==> src/rtl/rider_detect.sv <==
// Rider presence / balance detector for a two-load-cell platform: a three-state FSM
// gates steering once the rider has stood balanced for a full timer period.
// Build option: define RIDER_DETECT_FAST_SIM_EN to shorten the default timer to 15 bits.
module rider_detect #(
  parameter logic [11:0] MIN_RIDER_WT  = 12'h200,
  parameter logic [11:0] WT_HYSTERESIS = 12'h040,
`ifdef RIDER_DETECT_FAST_SIM_EN
  parameter int          TIMER_W       = 15
`else
  parameter int          TIMER_W       = 26
`endif
) (
  input  logic        clk,
  input  logic        rst,
  input  logic [11:0] lft_ld,
  input  logic [11:0] rght_ld,
  input  logic        ld_vld,
  output logic        en_steer,
  output logic        rider_off
);

  typedef enum logic [1:0] {
    IDLE     = 2'd0,
    WAIT     = 2'd1,
    STEER_EN = 2'd2
  } state_t;

  localparam logic [12:0] ON_THR  = {1'b0, MIN_RIDER_WT};
  localparam logic [12:0] OFF_THR = {1'b0, MIN_RIDER_WT - WT_HYSTERESIS};
  localparam logic [TIMER_W-1:0] TIMER_ONE = {{(TIMER_W-1){1'b0}}, 1'b1};

  state_t               state_q, state_d;
  logic [TIMER_W-1:0]   timer_q, timer_d;
  logic [11:0]          lft_q, rght_q;
  logic                 en_steer_q, rider_off_q;

  logic [12:0]          sum;
  logic [11:0]          diff;
  logic                 sum_gt_min, sum_lt_min;
  logic                 diff_gt_1_4, diff_gt_15_16;
  logic                 timer_full;

  // Thresholds are evaluated only on the captured samples, never on the live inputs.
  always_comb begin
    sum           = {1'b0, lft_q} + {1'b0, rght_q};
    diff          = (lft_q >= rght_q) ? (lft_q - rght_q) : (rght_q - lft_q);
    sum_gt_min    = sum > ON_THR;
    sum_lt_min    = sum < OFF_THR;
    diff_gt_1_4   = {1'b0, diff} > (sum >> 2);
    diff_gt_15_16 = {1'b0, diff} > (sum - (sum >> 4));
    timer_full    = &timer_q;
  end

  always_comb begin
    state_d = state_q;
    timer_d = timer_q;
    case (state_q)
      IDLE: begin
        if (sum_gt_min) begin
          state_d = WAIT;
          timer_d = '0;
        end
      end
      WAIT: begin
        // Losing the rider outranks any imbalance verdict.
        if (sum_lt_min) begin
          state_d = IDLE;
          timer_d = '0;
        end else if (diff_gt_1_4) begin
          timer_d = '0;
        end else if (timer_full) begin
          state_d = STEER_EN;
        end else begin
          timer_d = timer_q + TIMER_ONE;
        end
      end
      STEER_EN: begin
        if (sum_lt_min) begin
          state_d = IDLE;
          timer_d = '0;
        end else if (diff_gt_15_16) begin
          state_d = WAIT;
          timer_d = '0;
        end
      end
      default: begin
        state_d = IDLE;
        timer_d = '0;
      end
    endcase
  end

  always_ff @(posedge clk) begin
    if (rst) begin
      state_q     <= IDLE;
      timer_q     <= '0;
      lft_q       <= '0;
      rght_q      <= '0;
      en_steer_q  <= 1'b0;
      rider_off_q <= 1'b1;
    end else begin
      state_q     <= state_d;
      timer_q     <= timer_d;
      en_steer_q  <= (state_d == STEER_EN);
      rider_off_q <= (state_d == IDLE);
      if (ld_vld) begin
        lft_q  <= lft_ld;
        rght_q <= rght_ld;
      end
    end
  end

  assign en_steer  = en_steer_q;
  assign rider_off = rider_off_q;

endmodule

==> config.mk <==
export PLATFORM = sky130hd
export DESIGN_NAME = rider_detect
export DESIGN_NICKNAME = d
export VERILOG_FILES = /design/src/rtl/rider_detect.sv
export SDC_FILE = /design/constraint.sdc
export NUM_CORES = 1
export LEC_CHECK = 0
export BUFFER_PORTS_ARGS = -buffer_cell sky130_fd_sc_hd__buf_2
export CAP_MARGIN = 25
export CORE_UTILIZATION = 60
export CTS_CLUSTER_SIZE = 10
export DETAILED_ROUTE_END_ITERATION = 7
export PLACE_DENSITY = 0.76
export SYNTH_ARGS = -nofsm -noshare
export SYNTH_HDL_FRONTEND = slang
export SYNTH_SLANG_ARGS = --single-unit
==> constraint.sdc <==
create_clock -name clk -period 6.8 [get_ports clk]
set_clock_uncertainty 0.2 [all_clocks]
set_input_delay 0.34 -clock clk [delete_from_list [all_inputs] [get_ports clk]]
set_output_delay 0.34 -clock clk [all_outputs]
set_load 0.005 [all_outputs]
==> run metrics <==
most used routing layer=met2; maximum number of pins on one net before global-route repair=35; Syn Inst Count=roughly 700; initial antenna violation count=0; minimum clock period=~6.1 ns; Crit. End Element=flop; first-pass GRT wire length=roughly 23,000 µm; FF/Latch Area=approximately 0.0011 mm²; leak pwr=approximately 0.0026 µW; WL/cell=about 16 µm; TritonCTS clock tree=built; clock tree buffer depth=2; cell area after synthesis=0.00550 mm²; Top Ports=29; Via Count=roughly 5,200; RSZ-0062 raised after global routing=no; Die Span Y=between 90 and 100 µm; ant diodes=0; library cells used by synthesis=81; Top FF cell, synth=dfxtp_1; final core utilization=0.660; worst vdd ir=~0.11 mV; Tot GR Track Use=0.289; initial core utilization=0.624; total core area=between 0.008 and 0.009 mm²; worst hold path type=in2reg; Multi-input gate area=0.00403 mm²; Power Dens Cells=about 230 mW/mm²; met1 GRT Util=0.413; vias in the first global route=approximately 4,800; Syn Nets=792; setup TNS=0 ns; post-DR vias/cell=about 6.3; first drt pass iteration count=5; number of synthesized register bits=54; Seq/Total Area, Yosys=0.197; Worst Setup Path Type=reg2reg; Std-Cell Rows=34; run status=finished, final reports clean; final worst-path cycle share=0.902; final-stage net count=around 810; number of DRC markers in iteration 0=323; Filler cells=between 700 and 800; cts bufs inserted=5; number of synthesized flops with an enable pin=0; gr ovfl total=0; met2 Use GR=0.459; crit-path cells=inv_1, ha_1, nand2b_1, a2111oi_2, nor2_1, xnor2_1, inv_1, fa_1, nand2b_1, o21ai_1, a31oi_2, o31ai_4, xnor2_1, ha_1, a21o_1, a21oi_1, nand2_1, o21a_1, nand2_1, o221ai_1, mux2_4, nand2b_2, a31oi_1; CP arrival=~6.2 ns; post-route ant nets=0; share of cells above drive strength 1=0.106; Placer Congestion=~0.92; total clock sinks=54; Req. time, crit path=6.86 ns; slowest stage delay, CP=roughly 0.49 ns; syn avg cell area=slightly below 8 µm²; clock slew at reported path FFs=between 0.1 and 0.15 ns; DP HPWL=10,500 µm; Die X=slightly below 100 µm; Synth-to-Final Area Change=5.69%; met3 usage=0.0324; Setup crit start kind=flop; clock latency on the worst-skew pair=between 0.3 and 0.4 ns; CP Max Fanout=14; max-cap violations=0; fmax=between 150 and 200 MHz; DRC Markers=0; Worst-Margin Slew=about 1.0 ns; final setup vio count=0; Hold Violations, Final=0; Rel. slew slack=0.300; Worst path slowest cell=a2111oi_2; root buffer cell=clkbuf_8; die area=0.00955 mm²; max-slew violations=0; warnings from Yosys=0; # hold bufs at CTS=0; # H-tree levels=2; asr flop ratio synth=0; final wirelength=13,500 µm; Port Buffers=28
[cell type report]
| cell class | instances | share of cell area |
|---|---|---|
| clock buffers | 5 | 0.0118 |
| flip-flops and latches | 54 | 0.186 |
| clock inverters | 3 | 0.00840 |
| multi-input cells | 550 | 0.694 |
| well taps | 108 | 0.0233 |
| inverters | 67 | 0.0433 |
| repair buffers | 35 | 0.0332 |
[metrics by stage]
step	hold WS [ns]	total power (µW)	setup slack (ns)	cells	area [µm²]
2_1_floorplan	0.231	915	1.32	696	5500
3_3_place_gp	0.246	1040	0.752	813	5670
3_5_place_dp	0.253	1070	0.576	813	5670
4_1_cts	0.0376	1320	0.538	821	5790
5_1_grt	0.0457	1430	0.103	822	5810
6_report	0.0374	1320	0.664	822	5810
[where the power goes]
part / internal (µW) / switching [µW] / total (µW)
Clock: 113 / 126 / 239
Combinational: 313 / 430 / 743
Sequential: 328 / 11.7 / 339
Total: 753 / 568 / 1320
[per-layer routing]
layer	wire (µm)	vias up
li1	-	2543
met1	6380	2449
met2	6060	187
met3	790	24
met4	224	0
met5	0	-
[Yosys cell counts, drive strengths merged, types with 14 or more instances]
cell    n  share of area
nand3  22          0.020
a31oi  18          0.022
mux2i  29          0.053
xnor2  26          0.044
buf    15          0.019
and3   17          0.019
dfxtp  54           0.20
a21oi  54          0.052
o21ai  38          0.035
ha     65           0.15
inv    66          0.045
nor2   66          0.046
nand4  14          0.016
nand2  39          0.027
a21o   18          0.025
[flip-flops by register name (all words and copies together) (netlist names)]
register / flops
en_steer: 1
rght_q: 12
timer_q: 26
rider_off: 1
lft_q: 12
state_q: 2
[critical path: cells and delay by family, from the launching register on]
family	cells	cell delay [ns]
flops	1	0.44
fa+ha+maj	3	1.10
xor+xnor	2	0.50
mux	1	0.37
buf+inv	2	0.32
simple gates	6	0.96
compound gates	9	2.16
[placed cells by master, fill, tap and decap left out, drive strengths merged, types with 4 or more instances in the layout]
cell and n:
o31ai 4, mux2i 29, clkbuf 5, o21bai 5, inv 67, a31oi 18
o21a 10, dfxtp 54, xnor2 26, a21o 18, xor2 6, nand3 22
or3 5, a211o 5, nand2 39, nor3 12, a221o 4, a21oi 54
o21ai 38, nand2b 9, o211ai 6, nor2b 4, and2 6, nor4 5
fa 4, nand4 14, buf 35, nor2 66, and3 17, a21boi 5
ha 65, a211oi 8
[timing repair]
action	4_1_cts	5_1_grt
endpoints found under the setup margin	0	10
resized for setup	0	2
buffers inserted	0	1
[final timing paths]
path | from | end | slack, ns | cells past startpoint
setup / recovery | lft_q[1] | timer_q[11] | 0.66 | 23
hold / removal | rght_ld[0] | rght_q[0] | 0.04 | 3
setup reg to reg | lft_q[1] | timer_q[11] | 0.66 | 23
hold reg to reg | timer_q[23] | timer_q[23] | 0.27 | 1
[cell families (layout without fill, tap and decap cells)]
logic type / after synthesis / in the layout / share of synthesized area
flops: 54 / 54 / 0.197
fa+ha+maj: 69 / 69 / 0.163
compound gates: 202 / 202 / 0.255
xor+xnor: 34 / 34 / 0.0619
simple gates: 214 / 214 / 0.194
buf+inv: 92 / 110 / 0.0717
mux: 31 / 31 / 0.0576
Power figures use the tool's default switching activity.
